--- src/rtl/ssd_scan_driver_pkg.sv ---
// Shared types and constants for the seven-segment scan driver.
// Latency: n/a (declarations only).
// Backpressure: n/a.
package ssd_pkg;

    localparam int DIGITS = 4;

    typedef logic [7:0] seg_t;
    typedef logic [1:0] digit_idx_t;

    localparam seg_t             SEG_OFF = 8'hFF;
    localparam logic [DIGITS-1:0] AN_OFF = 4'hF;

    // Active-low one-hot anode pattern for a digit index
    function automatic logic [DIGITS-1:0] anode_for(digit_idx_t i);
        logic [DIGITS-1:0] one;
        one = 1;
        return ~(one << i);
    endfunction

endpackage

--- src/rtl/ssd_scan_driver_if.sv ---
// Bundle between the game core and the display scan driver (patterns in, pins out).
// Latency: n/a (wires only).
// Backpressure: none; patterns are sampled once per frame. Optional SSD_BLINK_EN adds blink_mask.
interface ssd_scan_driver_if;
    import ssd_pkg::*;

    seg_t              disp0;
    seg_t              disp1;
    seg_t              disp2;
    seg_t              disp3;
    logic [DIGITS-1:0] blank_mask;
`ifdef SSD_BLINK_EN
    logic [DIGITS-1:0] blink_mask;
`endif
    seg_t              seven;
    logic [DIGITS-1:0] segment;
    logic              frame_tick;

    modport master (
`ifdef SSD_BLINK_EN
        output blink_mask,
`endif
        output disp0, disp1, disp2, disp3, blank_mask,
        input  seven, segment, frame_tick
    );

    modport slave (
`ifdef SSD_BLINK_EN
        input  blink_mask,
`endif
        input  disp0, disp1, disp2, disp3, blank_mask,
        output seven, segment, frame_tick
    );

endinterface

--- src/rtl/ssd_scan_driver_prescaler.sv ---
// Slot counter for the digit scan: flags the last cycle of a slot and the blanked head of a slot.
// Latency: flags are combinational from the counter register.
// Backpressure: none; free-running from reset.
module ssd_prescaler #(
    parameter int REFRESH_DIV = 50000,
    parameter int DEAD_CYC    = 16
) (
    input  logic clk,
    input  logic rst,
    output logic slot_wrap,
    output logic in_dead
);

    localparam int CW = (REFRESH_DIV > 1) ? $clog2(REFRESH_DIV) : 1;

    logic [CW-1:0] cnt;

    assign slot_wrap = (cnt == CW'(REFRESH_DIV - 1));

    // Count 0..REFRESH_DIV-1 and wrap
    always_ff @(posedge clk) begin
        if (rst) begin
            cnt <= '0;
        end else if (slot_wrap) begin
            cnt <= '0;
        end else begin
            cnt <= cnt + CW'(1);
        end
    end

    // Zero dead time degenerates to a constant so no always-false compare is built
    generate
        if (DEAD_CYC == 0) begin : g_no_dead
            assign in_dead = 1'b0;
        end else begin : g_dead
            assign in_dead = (cnt < CW'(DEAD_CYC));
        end
    endgenerate

endmodule

--- src/rtl/ssd_scan_driver.sv ---
// Time-multiplexed 4-digit seven-segment driver with per-frame shadow latch and dead time.
// Latency: one clk from slot/idx state to pins, constant. Optional blink via SSD_BLINK_EN.
// Backpressure: none; inputs are sampled at frame start, mid-frame changes wait for next frame.
module ssd_scan_driver
    import ssd_pkg::*;
#(
    parameter int REFRESH_DIV  = 50000,
    parameter int DEAD_CYC     = 16,
    parameter int BLINK_FRAMES = 125
) (
    input  logic             clk,
    input  logic             rst,
    ssd_scan_driver_if.slave bus
);

    generate
        if (REFRESH_DIV < 2 || DEAD_CYC < 0 || DEAD_CYC >= REFRESH_DIV || BLINK_FRAMES < 1) begin : g_bad_cfg
            $error("ssd_scan_driver: need REFRESH_DIV >= 2, 0 <= DEAD_CYC < REFRESH_DIV, BLINK_FRAMES >= 1");
        end
    endgenerate

    logic                     slot_wrap;
    logic                     in_dead;
    digit_idx_t               idx;
    seg_t [DIGITS-1:0]        shadow;
    logic [DIGITS-1:0]        blank_sh;
    logic                     first;
    logic                     frame_wrap;
    logic                     latch;
    logic                     digit_dark;
    seg_t                     seven_q;
    logic [DIGITS-1:0]        segment_q;
    logic                     tick_q;

    ssd_prescaler #(
        .REFRESH_DIV (REFRESH_DIV),
        .DEAD_CYC    (DEAD_CYC)
    ) u_prescaler (
        .clk       (clk),
        .rst       (rst),
        .slot_wrap (slot_wrap),
        .in_dead   (in_dead)
    );

    assign frame_wrap = slot_wrap && (idx == digit_idx_t'(DIGITS - 1));
    // The first cycle out of reset also loads the frame so the display need not wait a whole frame
    assign latch      = first || frame_wrap;

`ifdef SSD_BLINK_EN
    localparam int FW = (BLINK_FRAMES > 1) ? $clog2(BLINK_FRAMES) : 1;

    logic [DIGITS-1:0] blink_sh;
    logic              phase_on;
    logic [FW-1:0]     fcnt;

    // Frame counter toggles the blink phase every BLINK_FRAMES frames
    always_ff @(posedge clk) begin
        if (rst) begin
            phase_on <= 1'b1;
            fcnt     <= '0;
        end else if (frame_wrap) begin
            if (fcnt == FW'(BLINK_FRAMES - 1)) begin
                fcnt     <= '0;
                phase_on <= ~phase_on;
            end else begin
                fcnt <= fcnt + FW'(1);
            end
        end
    end

    // Blink mask is captured with the frame so a digit never half-blinks within a frame
    always_ff @(posedge clk) begin
        if (rst) begin
            blink_sh <= '0;
        end else if (latch) begin
            blink_sh <= bus.blink_mask;
        end
    end

    assign digit_dark = blank_sh[idx] | (~phase_on & blink_sh[idx]);
`else
    assign digit_dark = blank_sh[idx];
`endif

    // Digit index advance and coherent frame capture
    always_ff @(posedge clk) begin
        if (rst) begin
            idx      <= '0;
            shadow   <= '0;
            blank_sh <= '0;
            first    <= 1'b1;
        end else begin
            first <= 1'b0;
            if (slot_wrap) begin
                idx <= idx + digit_idx_t'(1);
            end
            if (latch) begin
                shadow   <= {bus.disp3, bus.disp2, bus.disp1, bus.disp0};
                blank_sh <= bus.blank_mask;
            end
        end
    end

    // Registered pin drive: dark during dead time, else one anode plus its pattern
    always_ff @(posedge clk) begin
        if (rst) begin
            seven_q   <= SEG_OFF;
            segment_q <= AN_OFF;
            tick_q    <= 1'b0;
        end else begin
            tick_q <= frame_wrap;
            if (in_dead) begin
                seven_q   <= SEG_OFF;
                segment_q <= AN_OFF;
            end else begin
                segment_q <= anode_for(idx);
                seven_q   <= digit_dark ? SEG_OFF : ~shadow[idx];
            end
        end
    end

    assign bus.seven      = seven_q;
    assign bus.segment    = segment_q;
    assign bus.frame_tick = tick_q;

endmodule

--- src/flat_wrapper.sv ---
// flat-port wrapper written by rule: the top's interface ports become plain ports
module ssd_scan_driver_flat import ssd_pkg::*;
#(
    parameter int REFRESH_DIV  = 50000,
    parameter int DEAD_CYC     = 16,
    parameter int BLINK_FRAMES = 125
)
  (clk, rst, bus_disp0, bus_disp1, bus_disp2, bus_disp3, bus_blank_mask, bus_seven, bus_segment, bus_frame_tick);
  ssd_scan_driver_if bus_i ();
  input  logic clk;
  input  logic rst;
  input wire logic [$bits(bus_i.disp0)-1:0] bus_disp0;
  input wire logic [$bits(bus_i.disp1)-1:0] bus_disp1;
  input wire logic [$bits(bus_i.disp2)-1:0] bus_disp2;
  input wire logic [$bits(bus_i.disp3)-1:0] bus_disp3;
  input wire logic [$bits(bus_i.blank_mask)-1:0] bus_blank_mask;
  output wire logic [$bits(bus_i.seven)-1:0] bus_seven;
  output wire logic [$bits(bus_i.segment)-1:0] bus_segment;
  output wire logic [$bits(bus_i.frame_tick)-1:0] bus_frame_tick;
  assign bus_i.disp0 = bus_disp0;
  assign bus_i.disp1 = bus_disp1;
  assign bus_i.disp2 = bus_disp2;
  assign bus_i.disp3 = bus_disp3;
  assign bus_i.blank_mask = bus_blank_mask;
  assign bus_seven = bus_i.seven;
  assign bus_segment = bus_i.segment;
  assign bus_frame_tick = bus_i.frame_tick;
  ssd_scan_driver #(.REFRESH_DIV(REFRESH_DIV), .DEAD_CYC(DEAD_CYC), .BLINK_FRAMES(BLINK_FRAMES)) u_core (.clk(clk), .rst(rst), .bus(bus_i));
endmodule
--- config.mk ---
export PLATFORM = sky130hd
export DESIGN_NAME = ssd_scan_driver_flat
export DESIGN_NICKNAME = d
export VERILOG_FILES = /design/src/rtl/ssd_scan_driver_pkg.sv /design/src/rtl/ssd_scan_driver_if.sv /design/src/rtl/ssd_scan_driver_prescaler.sv /design/src/rtl/ssd_scan_driver.sv /design/src/flat_wrapper.sv
export SDC_FILE = /design/constraint.sdc
export NUM_CORES = 1
export LEC_CHECK = 0
export CAP_MARGIN = 0
export CORE_MARGIN = 5
export CORE_UTILIZATION = 45
export DETAILED_ROUTE_END_ITERATION = 10
export PLACE_DENSITY = 0.76
export SETUP_SLACK_MARGIN = 0.15
export SYNTH_ARGS = -nofsm -noshare
export SYNTH_HDL_FRONTEND = slang
export SYNTH_SLANG_ARGS = --single-unit
--- constraint.sdc ---
create_clock -name clk -period 6.4 [get_ports clk]
set_clock_uncertainty 0.2 [all_clocks]
set_input_delay 0.64 -clock clk [delete_from_list [all_inputs] [get_ports clk]]
set_output_delay 0.64 -clock clk [all_outputs]
set_load 0.01 [all_outputs]
==> results of run 1 <==
## flip-flops by register name, summed over array words and instances (netlist names)
signal and cells:
u_core.shadow 32, u_core.u_prescaler.cnt 16, u_core.bus.seven 8, u_core.blank_sh 4, u_core.bus.segment 4, u_core.idx 2
u_core.bus.frame_tick 1, u_core.first 1
## layout make-up
class / count / share of cell area (%)
Tap cell: 77 / 2.706
Sequential cell: 68 / 38.23
Timing Repair Buffer: 51 / 14.27
Multi-Input combinational cell: 204 / 39.28
Inverter: 5 / 0.5271
Clock inverter: 6 / 1.124
Clock buffer: 10 / 3.865
## cells in the mapped netlist (3+ instances only)
| master | instances |
|---|---|
| xnor2_1 | 6 |
| mux4_2 | 9 |
| or3_1 | 3 |
| mux2i_1 | 37 |
| dfxtp_1 | 68 |
| inv_1 | 5 |
| buf_6 | 5 |
| nand2_1 | 87 |
| nor2_1 | 16 |
| xor2_1 | 6 |
| clkbuf_1 | 10 |
| a21oi_1 | 3 |
| ha_1 | 5 |
| and3_1 | 3 |
| nand4_1 | 6 |
| nand3_1 | 5 |
## power by group
group | internal (mW) | switching, mW
registers | 0.439 | 0.00877
clock network | 0.150 | 0.163
logic | 0.0395 | 0.0274
## metrics by stage
step | hold WS, ns | instances | total power, mW
2_1_floorplan | 0.2348 | 294 | 0.4960
3_3_place_gp | 0.2412 | 405 | 0.5237
3_5_place_dp | 0.2509 | 405 | 0.5253
4_1_cts | 0.2622 | 421 | 0.8381
5_1_grt | 0.2822 | 421 | 0.8603
6_report | 0.2580 | 421 | 0.8285
## worst max path at each step
stage                          endpoint  slack [ns]  depth (start not counted)
global route        u_core.bus.seven[3]        3.18                          5
CTS                 u_core.bus.seven[2]        3.40                          5
finish              u_core.bus.seven[3]        3.40                          5
detailed placement  u_core.bus.seven[2]        3.05                          5
floorplan            u_core.blank_sh[0]        4.34                          6
global placement    u_core.bus.seven[2]        3.10                          5
## critical path: cells and delay by family
family,cells,cell delay (ns)
and+or+nand+nor,2,0.63
buffers and inverters,2,1.35
AOI/OAI and AO/OA,1,0.37
## layout by cell type (no fill, tap or decap), drive strengths merged, types with 2 or more instances in the layout
master	netlist	final
nand2	87	87
dfxtp	68	68
clkdlybuf4s50	0	50
mux2i	37	37
nor2	17	17
clkbuf	10	10
mux4	9	9
nand4	6	6
xnor2	6	6
xor2	6	6
nand3	5	5
ha	5	5
inv	5	5
clkinv	0	5
or3	3	3
a21oi	3	3
and3	3	3
or4	3	3
or2	2	2
o21ai	2	2
nor4	2	2
## cell families (layout without fill, tap and decap cells)
group | Yosys count | after routing | share of synthesized area, %
and+or+nand+nor | 134 | 134 | 21.18
AOI/OAI and AO/OA | 7 | 7 | 1.522
DFF | 68 | 68 | 47.33
muxes | 46 | 46 | 19.92
buffers and inverters | 22 | 72 | 4.219
adders and majority gates | 5 | 5 | 2.175
xor gates and xnor gates | 12 | 12 | 3.654
## layer usage
| metal | wire length, um | vias up |
|---|---|---|
| met2 | 2601 | 38 |
| met4 | 124 | 0 |
| met1 | 2455 | 958 |
| li1 | - | 1078 |
| met5 | 0 | - |
| met3 | 294 | 12 |
==> flow_summary.json, run 1 <==
{
  "grt_pass1_vias": 1989,
  "ys_types": 33,
  "clk_pin_slew_ns": 0.07,
  "hpwl_mm": 3.706,
  "design_area_um2": 3561,
  "diodes": 0,
  "multi_input_comb_area_um2": 1399,
  "drv_slew": 0,
  "place_area_um2": 3383,
  "htree_levels": 3,
  "final.setup.tns_ns": 0,
  "use_met2_pct": 21.52,
  "cts.sinks": 68,
  "finalSetupViolCount": 0,
  "cp.arrival_ns": 3.00,
  "grt_busiest_layer": "met2",
  "maxSlewHeadroom_pct": 26.11,
  "r2r_slack_ns": 3.51,
  "nFillCells": 560,
  "async_reset_ff_share_pct": 0,
  "synthesis.nets": 337,
  "drt_iter0_drc": 68,
  "crit_slowest_cell": "inv_2",
  "min_period_ns": 3.001,
  "layout-drive-gt1-share_pct": 9.884,
  "hold_depth": 2,
  "syn_inst": 294,
  "yosys.area.top_type": "dfxtp_1",
  "crit_type": "in2reg",
  "max_freq_mhz": 333.2,
  "hold_buffers": 0,
  "avgSynthCellArea_um2": 9.784,
  "r2r_start": "u_core.idx[0]",
  "grt_max_degree": 75,
  "worst_pin_slew_ns": 1.107,
  "synth-edff-count": 0,
  "synth_seq_cells": 68,
  "antenna_found_initial": 0,
  "clk-insertion-delay-late_ns": 0.35,
  "post_cts_buffers": 0,
  "synthFlopType": "dfxtp_1",
  "status": "complete, no violations",
  "place.gp.congestion": 0.8041,
  "hold_path_end": "u_core.shadow[27]",
  "cts_tree": "done",
  "numCtsBuffers": 9,
  "worstHoldStart": "u_core.shadow[27]",
  "portBuffers": 50,
  "seq_area_um2": 1361,
  "ant_nets": 0,
  "wl_per_cell_um": 13.00,
  "dieHeight_um": 89.95,
  "cts_resized": 0,
  "grt_pass1_wl_mm": 9.094,
  "reg2reg_to": "u_core.shadow[15]",
  "viasPerCell": 4.955,
  "grt.total_usage_pct": 13.88,
  "vdd_drop_max_mv": 0.1370,
  "leakagePower_nw": 1.408,
  "nets": 382,
  "rsz0062_at_grt": "no",
  "yosysSeqAreaShare_pct": 47.32,
  "final-hold-violation-count": 0,
  "globalRouteMet3Util_pct": 4.174,
  "synth_area_leaders": "dfxtp_1 47%, mux2i_1 13%, nand2_1 11%",
  "synth_area_um2": 2877,
  "max_stage_delay_ns": 0.84,
  "die_x_um": 89.95,
  "p_per_area_nw_per_um2": 232.7,
  "end_kind": "flop",
  "core_um2": 6277,
  "post-route-util_pct": 56.73,
  "die-area_um2": 8091,
  "wirelength_mm": 5.475,
  "grt-ovfl-total": 0,
  "clk_path_buf_depth": 2,
  "drc_errors": 0,
  "cp_max_fo": 74,
  "rows": 29,
  "dpl_worst_slack_ns": 3.054,
  "crit_chain": "clkdlybuf4s50_1, inv_2, o41a_1, nor2b_1, nand2_1",
  "synthToLayoutAreaGrowth_pct": 23.79,
  "hp-class": "reg2reg",
  "finalCritPeriodShare_pct": 46.89,
  "crit_path_start": "rst",
  "setup_slack_ns": 3.399,
  "ys.warnings.count": 0,
  "cp.required_ns": 6.40,
  "startpoint_type": "primary input",
  "drt-pass1-iter-count": 4,
  "start_util_pct": 45.82,
  "yosysTopAreaCellShare_pct": 47.32,
  "grt_util_met1_pct": 16.55,
  "io_pins": 51,
  "maxCapViolCount": 0,
  "vias": 2086,
  "cts_root_buf": "clkbuf_8",
  "r2r_cells": 6
}
Note: power is estimated with default switching activity, not from simulation.
==> run 2, diff against run 1 <==
PLACE_DENSITY = 0.79   (was 0.76)
clock period = 2.5 ns   (was 6.4 ns; I/O delays follow)
==> flow_summary.json, run 2 (synthesis gave the netlist of run 1 again) <==
{
  "status": "complete, no violations",
  "portBuffers": 50,
  "cts.sinks": 68,
  "start_util_pct": 45.82,
  "mostFrequentLayoutCells": "87 x nand2_1, 68 x dfxtp_1, 50 x clkdlybuf4s50_1, 37 x mux2i_1, 16 x nor2_1",
  "p_per_area_nw_per_um2": 664.3,
  "core_um2": 6277,
  "cp.required_ns": 2.53,
  "io_pins": 51,
  "internal_power_mw": 1.945,
  "cp.arrival_ns": 2.29,
  "min_period_ns": 2.269,
  "grt.total_usage_pct": 15.08,
  "seqPwrFrac_pct": 47.0,
  "crit_slowest_cell": "or4b_2",
  "drt-pass1-iter-count": 4,
  "viasPerCell": 5.085,
  "vias": 2156,
  "wirelength_mm": 6.007,
  "regMostFlops": "u_core.shadow",
  "maxSlewHeadroom_pct": 53.70,
  "grt-ovfl-total": 0,
  "largest_reg_flops": 32,
  "pwr-share-comb_pct": 7.2,
  "finalSetupViolCount": 0,
  "startpoint_type": "flop",
  "cts_tree": "done",
  "finalCritPeriodShare_pct": 90.76,
  "rows": 29,
  "post-route-util_pct": 58.58,
  "cts_resized": 0,
  "hold_buffers": 0,
  "max_freq_mhz": 440.7,
  "htree_levels": 3,
  "clk_pin_slew_ns": 0.07,
  "diodes": 0,
  "mostFrequentLayoutCell": "nand2_1",
  "final.setup.tns_ns": 0,
  "pwr-share-clk_pct": 45.8,
  "ant_nets": 0,
  "final-hold-violation-count": 0,
  "clk_path_buf_depth": 2,
  "drc_errors": 0,
  "rsz0062_at_grt": "no",
  "crit_type": "reg2reg",
  "grt_pass1_wl_mm": 10.02,
  "maxCapViolCount": 0,
  "dieHeight_um": 89.95,
  "worst_pin_slew_ns": 0.6930,
  "layout-drive-gt1-share_pct": 10.37,
  "end_kind": "flop",
  "p_sw_share_pct": 20.39,
  "nets": 385,
  "die_x_um": 89.95,
  "hpwl_mm": 4.044,
  "grt_pass1_vias": 2215,
  "drv_slew": 0,
  "cp_max_fo": 21,
  "wl_per_cell_um": 14.17,
  "p_switching_mw": 0.4981,
  "leakagePower_nw": 1.463,
  "place.gp.congestion": 0.8690,
  "max_stage_delay_ns": 0.64,
  "hp-class": "in2reg",
  "vdd_drop_max_mv": 0.4041,
  "antenna_found_initial": 0,
  "crit_chain": "ha_1, or4b_2, nor4_4, nor2_4, buf_12, mux2i_1",
  "die-area_um2": 8091,
  "drt_iter0_drc": 130,
  "cts_root_buf": "clkbuf_8",
  "post_cts_buffers": 0,
  "synthToLayoutAreaGrowth_pct": 27.84,
  "clk-insertion-delay-late_ns": 0.35,
  "grt_max_degree": 74,
  "numCtsBuffers": 9
}
run 2: path summary, 6_finish.rpt:
| check | from | end | slack (ns) | cells past startpoint |
|---|---|---|---|---|
| worst max register to register | u_core.idx[0] | u_core.blank_sh[3] | 0.23 | 6 |
| worst max-delay path | u_core.idx[0] | u_core.blank_sh[3] | 0.23 | 6 |
| worst min-delay path | bus_disp2[5] | u_core.shadow[21] | 0.25 | 3 |
| worst min register to register | u_core.blank_sh[2] | u_core.blank_sh[2] | 0.26 | 2 |
run 2: critical path: cells and delay by family (launching register included):
family                   cells  cell delay, ns
flip-flops                   1            0.35
buffers and inverters        1            0.21
AND/OR/NAND/NOR              3            1.06
adder cells (fa/ha/maj)      1            0.19
multiplexers                 1            0.13
run 2: layout make-up:
| type | count | area (um2) |
|---|---|---|
| inverters | 5 | 18.77 |
| fillers | 547 | 2600 |
| flip-flops and latches | 68 | 1361 |
| repair buffers | 54 | 543.0 |
| multi-input cells | 204 | 1408 |
| well taps | 77 | 96.34 |
| clock buffers | 12 | 155.1 |
| clock inverters | 4 | 95.09 |
run 2: metrics by stage:
stage	hold slack, ns	worst slack (ns)	instance area, um2	power (mW)	cells
5_1_grt	0.2481	0.1543	3677	2.526	424
3_5_place_dp	0.2513	0.1992	3418	1.349	408
4_1_cts	0.2484	0.1883	3669	2.458	424
3_3_place_gp	0.2408	0.2863	3418	1.343	408
6_report	0.2521	0.2310	3677	2.443	424
2_1_floorplan	0.07772	0.4366	2877	1.270	294
run 2: per-layer routing:
layer	track usage, %	vias to the layer above	wire, um
met4	8.437	0	155
met2	25.12	51	2975
met5	0	-	0
met1	17.72	1001	2560
li1	-	1086	-
met3	3.589	18	316
run 2: power by group through the flow:
stage | Clock, mW | Combinational, mW | Sequential (mW)
floorplan | 0 | 0.105 | 1.17
global placement | 0 | 0.173 | 1.17
detailed placement | 0 | 0.176 | 1.17
CTS | 1.13 | 0.177 | 1.15
global route | 1.18 | 0.194 | 1.15
finish | 1.12 | 0.175 | 1.15
